File: src/rtl/snes_video_src.sv
// Synthetic SNES PPU/DSP source: dot/line/field timing, four test patterns,
// DRAM refresh window and a sawtooth audio stream, all frozen while pause is high.
module snes_video_src #(
  parameter int CLK_PER_DOT     = 4,
  parameter int DOTS_PER_LINE   = 341,
  parameter int LINES_PER_FIELD = 262,
  parameter int ACTIVE_DOTS     = 256,
  parameter int ACTIVE_LINES    = 224,
  parameter int REFRESH_DOT     = 134,
  parameter int REFRESH_CLKS    = 40,
  parameter int AUDIO_DIV       = 671,
  parameter int INTERLACE       = 0
) (
  input  logic        clk,
  input  logic        resetn,
  input  logic        pause,
  input  logic [1:0]  mode,
  input  logic [14:0] solid_color,
  input  logic        audio_en,
  output logic        dotclk,
  output logic        hblank,
  output logic        vblank,
  output logic [8:0]  xs,
  output logic [8:0]  ys,
  output logic [14:0] rgb5,
  output logic        snes_refresh,
  output logic [15:0] audio_l,
  output logic [15:0] audio_r,
  output logic        audio_ready
);
  localparam int PW = $clog2(CLK_PER_DOT);
  localparam int DW = ($clog2(DOTS_PER_LINE) > 8) ? $clog2(DOTS_PER_LINE) : 8;
  localparam int LW = ($clog2(LINES_PER_FIELD) > 8) ? $clog2(LINES_PER_FIELD) : 8;
  localparam int AW = $clog2(AUDIO_DIV);
  localparam int RW = ($clog2(REFRESH_CLKS) > 0) ? $clog2(REFRESH_CLKS) : 1;

  localparam logic [PW-1:0] PH_LAST   = PW'(CLK_PER_DOT - 1);
  localparam logic [PW-1:0] PH_HALF   = PW'(CLK_PER_DOT / 2);
  localparam logic [DW-1:0] DOT_LAST  = DW'(DOTS_PER_LINE - 1);
  localparam logic [DW-1:0] DOT_ACT   = DW'(ACTIVE_DOTS);
  localparam logic [DW-1:0] DOT_REF   = DW'(REFRESH_DOT);
  localparam logic [LW-1:0] LINE_LAST = LW'(LINES_PER_FIELD - 1);
  localparam logic [LW-1:0] LINE_ACT  = LW'(ACTIVE_LINES);
  localparam logic [AW-1:0] ADIV_LAST = AW'(AUDIO_DIV - 1);
  localparam logic [RW-1:0] REF_INIT  = RW'(REFRESH_CLKS - 1);
  // A window that would spill into the next line is suppressed entirely
  localparam bit REF_EN =
    (REFRESH_DOT * CLK_PER_DOT + REFRESH_CLKS) < (DOTS_PER_LINE * CLK_PER_DOT);

  logic [PW-1:0] phase;
  logic [DW-1:0] dot;
  logic [LW-1:0] line;
  logic          field;
  logic [7:0]    frame;
  logic [RW-1:0] ref_cnt;
  logic [AW-1:0] adiv;
  logic [1:0]    mode_q;
  logic [14:0]   solid_q;
  logic [14:0]   pix;

  logic ph_wrap, dot_wrap, line_wrap, frame_start, ref_start, dot_hi;
  logic blank_d, blank_l;
  logic [1:0]  mode_e;
  logic [14:0] solid_e;
  logic [7:0]  x, y;
  logic [15:0] l_next;

  assign ph_wrap     = (phase == PH_LAST);
  assign dot_wrap    = (dot == DOT_LAST);
  assign line_wrap   = (line == LINE_LAST);
  assign frame_start = (phase == '0) && (dot == '0) && (line == '0);
  assign ref_start   = REF_EN && (phase == '0) && (dot == DOT_REF);
  assign dot_hi      = (phase >= PH_HALF);
  assign blank_d     = (dot >= DOT_ACT);
  assign blank_l     = (line >= LINE_ACT);
  assign x           = dot[7:0];
  assign y           = line[7:0];
  assign l_next      = audio_l + 16'h0100;

  // Pattern controls latch at the first dot of a field; that dot already uses the new values
  assign mode_e  = frame_start ? mode : mode_q;
  assign solid_e = frame_start ? solid_color : solid_q;

  always_comb begin
    pix = '0;
    case (mode_e)
      2'd0:    pix = {{5{x[7]}}, {5{x[6]}}, {5{x[5]}}};
      2'd1:    pix = {5'((x ^ y) >> 3), y[7:3], x[7:3]};
      2'd2:    pix = solid_e;
      default: pix = (|((x + frame) & 8'h08) ^ y[3]) ? 15'h7FFF : 15'h0000;
    endcase
  end

  always_ff @(posedge clk or negedge resetn) begin
    if (!resetn) begin
      phase <= '0; dot <= '0; line <= '0; field <= 1'b0; frame <= '0;
      ref_cnt <= '0; adiv <= '0; mode_q <= '0; solid_q <= '0;
      dotclk <= 1'b0; hblank <= 1'b0; vblank <= 1'b0; xs <= '0; ys <= '0;
      rgb5 <= '0; snes_refresh <= 1'b0;
      audio_l <= '0; audio_r <= '0; audio_ready <= 1'b0;
    end else if (pause) begin
      audio_ready <= 1'b0;
    end else begin
      phase <= ph_wrap ? '0 : phase + PW'(1);
      if (ph_wrap) begin
        dot <= dot_wrap ? '0 : dot + DW'(1);
        if (dot_wrap) begin
          line <= line_wrap ? '0 : line + LW'(1);
          if (line_wrap) begin
            frame <= frame + 8'd1;
            field <= (INTERLACE != 0) ? ~field : 1'b0;
          end
        end
      end
      if (frame_start) begin
        mode_q  <= mode;
        solid_q <= solid_color;
      end

      dotclk <= dot_hi;
      hblank <= blank_d;
      vblank <= blank_l;
      xs     <= {x, dot_hi};
      ys     <= {field, y};
      if (phase == '0)
        rgb5 <= (blank_d || blank_l) ? 15'h0000 : pix;

      // Counts only unpaused clocks, so a pause stretches the window in wall time
      if (ref_start) begin
        snes_refresh <= 1'b1;
        ref_cnt      <= REF_INIT;
      end else if (ref_cnt != '0) begin
        ref_cnt <= ref_cnt - RW'(1);
      end else begin
        snes_refresh <= 1'b0;
      end

      audio_ready <= 1'b0;
      if (adiv == ADIV_LAST) begin
        adiv <= '0;
        if (audio_en) begin
          audio_l     <= l_next;
          audio_r     <= ~l_next + 16'd1;
          audio_ready <= 1'b1;
        end
      end else begin
        adiv <= adiv + AW'(1);
      end
    end
  end
endmodule
File: config.mk
export PLATFORM = sky130hd
export DESIGN_NAME = snes_video_src
export DESIGN_NICKNAME = d
export VERILOG_FILES = /design/src/rtl/snes_video_src.sv
export SDC_FILE = /design/constraint.sdc
export NUM_CORES = 1
export LEC_CHECK = 0
export ABC_CLOCK_PERIOD_IN_PS = 1950
export BUFFER_PORTS_ARGS = -buffer_cell sky130_fd_sc_hd__buf_2
export CAP_MARGIN = 25
export CORE_AREA = 2 2 131 133
export DETAILED_ROUTE_END_ITERATION = 16
export DIE_AREA = 0 0 133 135
export PLACE_DENSITY = 0.55
export RECOVER_POWER = 100
export SLEW_MARGIN = 20
export SYNTH_ARGS = -nofsm -noshare
export SYNTH_HDL_FRONTEND = slang
export SYNTH_SLANG_ARGS = --single-unit
File: constraint.sdc
create_clock -name clk -period 1.95 [get_ports clk]
set_input_delay 0 -clock clk [delete_from_list [all_inputs] [get_ports clk]]
set_output_delay 0 -clock clk [all_outputs]
set_load 0.01 [all_outputs]
==> results of run 1 <==
where the power goes:
| group | switching, W | leakage (nW) | total, W | internal (W) |
|---|---|---|---|---|
| clock network | 0.000829 | 0.140 | 0.00187 | 0.00104 |
| logic | 0.00102 | 2.02 | 0.00202 | 0.00100 |
| registers | 0.000313 | 1.41 | 0.00296 | 0.00265 |
| total | 0.00216 | 3.57 | 0.00685 | 0.00468 |
stage by stage:
| step | instance area, µm² | setup WS [ns] | setup TNS [ns] | total power [W] | utilization |
|---|---|---|---|---|---|
| floorplan | 5760 | -0.180 | -4.08 | 0.00405 | - |
| global placement | 6620 | -0.278 | -4.98 | 0.00472 | 0.404 |
| detailed placement | 6620 | -0.319 | -6.00 | 0.00480 | 0.404 |
| CTS | 7170 | -0.243 | -5.97 | 0.00676 | 0.437 |
| global route | 7390 | -0.365 | -8.92 | 0.00728 | 0.450 |
| finish | 7390 | -0.233 | -4.74 | 0.00685 | 0.450 |
timing repair:
action                                 CTS  global route
buffers inserted                         1             7
hold buffers                            15             0
pin swaps                                8            20
setup endpoints to repair               28            45
endpoints found under the hold margin   54             0
gates cloned                             0             3
resized for setup                       22            34
state kept, by name, indices dropped and copies added, names as in the netlist:
register,count
mode_q,2
rgb5,15
frame,4
audio_ready,1
vblank,1
dot,9
hblank,1
audio_r,7
ref_cnt,6
adiv,10
ys,8
phase,2
audio_l,8
snes_refresh,1
line,9
xs,9
solid_q,15
kinds of logic after synthesis:
kind of cell,after synthesis,share of synthesized area
simple gates,206,0.192
other cells,1,0.000662
buf+inv,67,0.0645
compound gates,95,0.109
xor+xnor,41,0.0634
fa+ha+maj,17,0.0376
mux,28,0.0555
flops,108,0.477
cell type report:
type | count | area share
clock buffers | 13 | 0.0339
clock inverters | 3 | 0.00627
inverters | 19 | 0.00965
multi-input cells | 404 | 0.393
flip-flops and latches | 108 | 0.366
well taps | 220 | 0.0373
repair buffers | 164 | 0.154
cell usage in the layout, fill, tap and decap left out, types with 6 or more instances in the layout:
cell / instances
ha_1: 14
nand4_1: 8
mux2_2: 13
buf_6: 8
nand3_1: 20
buf_2: 73
dlygate4sd3_1: 15
mux2_4: 14
and2_1: 6
nor3_1: 10
conb_1: 17
xor2_1: 13
nand2_1: 84
buf_4: 65
o21ai_1: 7
dfrtp_1: 108
a32o_1: 14
nand2b_1: 8
o21ai_0: 43
inv_1: 15
and3_1: 19
nor2_1: 17
xnor2_1: 27
clkbuf_16: 9
metal layers:
layer,vias to the layer above,GRT usage
met5,-,0
met4,0,0.0502
met3,12,0.0312
met2,88,0.257
met1,2145,0.211
li1,2202,-
worst min-delay path, stage by stage:
cell and delay, ns:
buf_2 0.08, mux2_4 0.14, mux2_2 0.13
synthesized netlist by cell type, drive strengths merged, types with 3 or more instances:
cell	number
nand2	86
buf	32
mux2	27
nor4	5
nand2b	8
a32o	14
xnor2	28
ha	17
nand3b	3
and3	20
inv	19
nand4	8
clkbuf	16
and2	7
dfrtp	108
nor2	19
nor3	13
a21oi	6
and4	3
a31oi	3
o21ai	54
xor2	13
o31ai	7
nand3	23
how the worst max path moves through the flow:
stage                        startpoint                     to  slack [ns]  depth (start not counted)
floorplan            dot[0]$_DFFE_PN0P_  mode_q[0]$_DFFE_PN0N_       -0.18                          9
global placement    line[0]$_DFFE_PN0P_    rgb5[7]$_DFFE_PN0P_       -0.28                          9
detailed placement   dot[1]$_DFFE_PN0P_    rgb5[6]$_DFFE_PN0P_       -0.32                          9
CTS                  dot[1]$_DFFE_PN0P_    rgb5[1]$_DFFE_PN0P_       -0.24                         10
global route         dot[1]$_DFFE_PN0P_    rgb5[3]$_DFFE_PN0P_       -0.37                          9
finish               dot[0]$_DFFE_PN0P_   rgb5[12]$_DFFE_PN0P_       -0.23                         10
==> metrics, run 1 <==
status complete, but fails checks; failing checks negative setup slack; gr ovfl total 0; CTS tree done; # rows 47; Crit path required time 2.19 ns; Initial Utilization 0.345; CP max FO 7; Crit-path slowest cell dfrtp_1; final hold violation count 0; RD Place Congestion 0.775; post-route non-filler standard cell count 931; DR vias 4447; Num CTS Buffers 9; R2R depth 10; CTS max path bufs 2; Hold Path Cell Cnt 3; layout filler cell count 1586; RSZ-0062 raised after global routing yes; final setup violation count 29; Rel. slew slack 0.223; IO Port Bufs 73; critical path cell sequence inv_2 > ha_4 > nand4bb_4 > nor4_4 > buf_4 > nand2_8 > buf_6 > a211oi_4 > o31ai_1 > a32o_1; DRT antenna net count 0; layout net count 744; Netlist cell types 54; post-synth top area share 0.477; Worst R2R Setup Slack -0.23 ns; Cells after Synth 563; vias per cell 4.78; number of remaining DRC errors 0; CTS clock-pin slew for the worst setup and hold paths 0.07 ns; FMAX 458 MHz; reg2reg end rgb5[12]$_DFFE_PN0P_; Max Cap Violations 0; DR top layer met4; leakage 3.57 nW; startpoint types flip-flop; HP Start solid_color[12]; post-DP HPWL 10.1 mm; Die ar. 18000 µm²; placed cells 890; min cycle time layout 2.18 ns; H-tree levels 3; Reg-to-Reg Start dot[0]$_DFFE_PN0P_; Final WS setup -0.233 ns; syn avg cell area 10.1 µm²; Detailed Routing Iterations Pass 1 4; core box area 16400 µm²; CP arrival 2.42 ns; post-synthesis register bit count 108; largest net degree at the start of global routing 45; layout cells sized above 1 0.323; WL met3 572 µm; IO Pins 91; global-route wire length before repair 22.5 mm; crit end category flip-flop; Die Ht 135 µm; met2 WL 6.74 mm; top post-synthesis cells by area dfrtp_1 48%, nand2_1 5.6%, xnor2_1 4.3%; Post-synth EDFFs 0; Max Slew Vio Count 0; length of routed wiring on met1 6.58 mm; Worst Tran Pin Value 1.17 ns; Setup CP Type flip-flop to flip-flop; Register Area 2700 µm²; Yosys top cell by area dfrtp_1; root buf cell clkbuf_16; clk sink count 108; number of diodes 0; Synth async-reset ratio 1.00; VDD IR max 0.453 mV; Tcrit/Tclk final 1.12; Multi-input gate area 2900 µm²; die width 133 µm; Top delay family on crit path compound AO/OA/AOI/OAI gates; end of the worst hold path solid_q[12]$_DFFE_PN0N_; WL final 14.1 mm; CP bufs+invs 3; Skew-Pair Late Insertion Delay 0.35 ns; Crit path largest cell delay 0.40 ns; antenna violations before repair 0; via count of the first global-routing pass 4386; sequential area share after synthesis 0.477; worst hold slack 0.0218 ns; Layout Skew 0.00964 ns; Post-Syn Area 5660 µm²; worst min path class input port to flip-flop; Ys Warns 0; gr usage total 0.157; Synth Flop Type dfrtp_1; PwrDens 927 nW/µm²; Initial DRC Count 245; DR WL/cell 15.1 µm; Area growth syn-to-layout 30.5%
Note: power is estimated with default switching activity, not from simulation.
==> run 2: changes to the inputs <==
Settings changed: CTS_BUF_LIST from default to sky130_fd_sc_hd__clkbuf_8 sky130_fd_sc_hd__clkbuf_16.
==> run 2 against run 1 <==
Against the previous run:
- flip-flop and latch count unchanged
- the flow still finishes with violations (negative setup slack)
- via count shrank 1.1%
- clock skew is 0.00055 ns lower
- highest routed layer unchanged
==> metrics, run 2 (synthesis results as in run 1) <==
Max Slew Vio Count 0; final hold violation count 0; Area growth syn-to-layout 26.7%; RSZ-0062 raised after global routing yes; Detailed Routing Iterations Pass 1 4; Die Ht 135 µm; worst min path class input port to flip-flop; IO Port Bufs 73; Crit-path slowest cell dfrtp_1; FMAX 464 MHz; leakage 3.33 nW; layout filler cell count 1621; core box area 16400 µm²; clk sink count 108; gr ovfl total 0; post-DP HPWL 10.1 mm; CP bufs+invs 2; status complete, but fails checks; Final WS setup -0.206 ns; met2 WL 6.41 mm; critical path cell sequence inv_2 > ha_4 > nand4bb_4 > nor4_4 > buf_4 > nand2_8 > mux2_4 > or2b_1 > a32o_1; Crit path largest cell delay 0.40 ns; crit end category flip-flop; PwrDens 931 nW/µm²; antenna violations before repair 0; worst hold slack 0.0171 ns; WL final 13.6 mm; most frequent cells in the layout 108 x dfrtp_1, 85 x nand2_1, 55 x buf_4; min cycle time layout 2.16 ns; CTS tree done; final setup violation count 31; number of remaining DRC errors 0; layout cells sized above 1 0.227; die width 133 µm; Crit path required time 2.19 ns; layout net count 739; Die ar. 18000 µm²; Largest regs rgb5: 15 flops, solid_q: 15 flops, adiv: 10 flops; Initial Utilization 0.345; Setup CP Type flip-flop to flip-flop; Top delay family on crit path simple AND/OR/NAND/NOR gates; Num CTS Buffers 9; setup TNS -4.63 ns; CP arrival 2.40 ns; Max Cap Violations 0; Tcrit/Tclk final 1.11; vias per cell 4.75; startpoint types flip-flop; length of routed wiring on met1 6.49 mm; Layout Skew 0.00909 ns; DR vias 4397; CP max FO 7; Rel. slew slack 0.246; DR WL/cell 14.7 µm; number of diodes 0; most common cell after layout, fill and taps aside dfrtp_1; Initial DRC Count 224; H-tree levels 3; RD Place Congestion 0.775; Register Area 2700 µm²; global-route wire length before repair 22.4 mm; failing checks negative setup slack; DR top layer met4; CTS max path bufs 2; IO Pins 91; WL met3 529 µm; CTS clock-pin slew for the worst setup and hold paths 0.07 ns; # rows 47; largest net degree at the start of global routing 45; via count of the first global-routing pass 4376; root buf cell clkbuf_16; VDD IR max 0.454 mV; Skew-Pair Late Insertion Delay 0.35 ns; gr usage total 0.157; DRT antenna net count 0; Multi-input gate area 2840 µm²; Worst Tran Pin Value 1.13 ns
## run 2: worst paths after layout
check | start | to | slack [ns] | cells past startpoint
setup / recovery | dot[0]$_DFFE_PN0P_ | rgb5[12]$_DFFE_PN0P_ | -0.21 | 9
hold / removal | solid_color[12] | solid_q[12]$_DFFE_PN0N_ | 0.02 | 3
setup reg to reg | dot[0]$_DFFE_PN0P_ | rgb5[12]$_DFFE_PN0P_ | -0.21 | 9
hold reg to reg | audio_r[10]$_DFFE_PN0P_ | audio_r[10]$_DFFE_PN0P_ | 0.48 | 2
max in group asynchronous | resetn | rgb5[13]$_DFFE_PN0P_ | 0.28 | 3
min in group asynchronous | resetn | ys[2]$_DFFE_PN0N_ | 0.38 | 2
## run 2: worst register-to-register path: stages (launching register included)
cell and delay (ns):
dfrtp_1 0.40, inv_2 0.09, ha_4 0.16, nand4bb_4 0.12, nor4_4 0.26, buf_4 0.18, nand2_8 0.08, mux2_4 0.31
or2b_1 0.23, a32o_1 0.22
## run 2: area by class of cell
type	instances	area share
sequential	108	0.377
multi-input combinational	404	0.395
clock inverter	6	0.00803
tap	220	0.0384
inverter	19	0.00995
clock buffer	10	0.0333
timing repair buffer	159	0.138
## run 2: power by group
| part | internal [W] | switching, W |
|---|---|---|
| logic | 0.000893 | 0.000974 |
| clock network | 0.00102 | 0.000823 |
| registers | 0.00265 | 0.000315 |
| total | 0.00456 | 0.00211 |
## run 2: repair_timing
action | in CTS | in global routing
setup endpoints to repair | 28 | 45
hold buffers | 15 | 0
pin swaps | 9 | 12
endpoints found under the hold margin | 54 | 0
buffers inserted | 1 | 5
gates resized for setup | 27 | 11
## run 2: stage by stage
step           total power (W)   util  std cells  instance area (µm²)  setup WS, ns
2_1_floorplan          0.00405      -        579                 5760        -0.180
3_3_place_gp           0.00472  0.404        890                 6620        -0.278
3_5_place_dp           0.00480  0.404        890                 6620        -0.319
4_1_cts                0.00676  0.439        922                 7200        -0.241
5_1_grt                0.00712  0.437        926                 7170        -0.318
6_report               0.00667  0.437        926                 7170        -0.206
## run 2: routing by layer
layer,up-vias,global-route usage
met3,13,0.0312
met5,-,0
met4,0,0.0502
met1,2098,0.211
li1,2194,-
met2,92,0.258
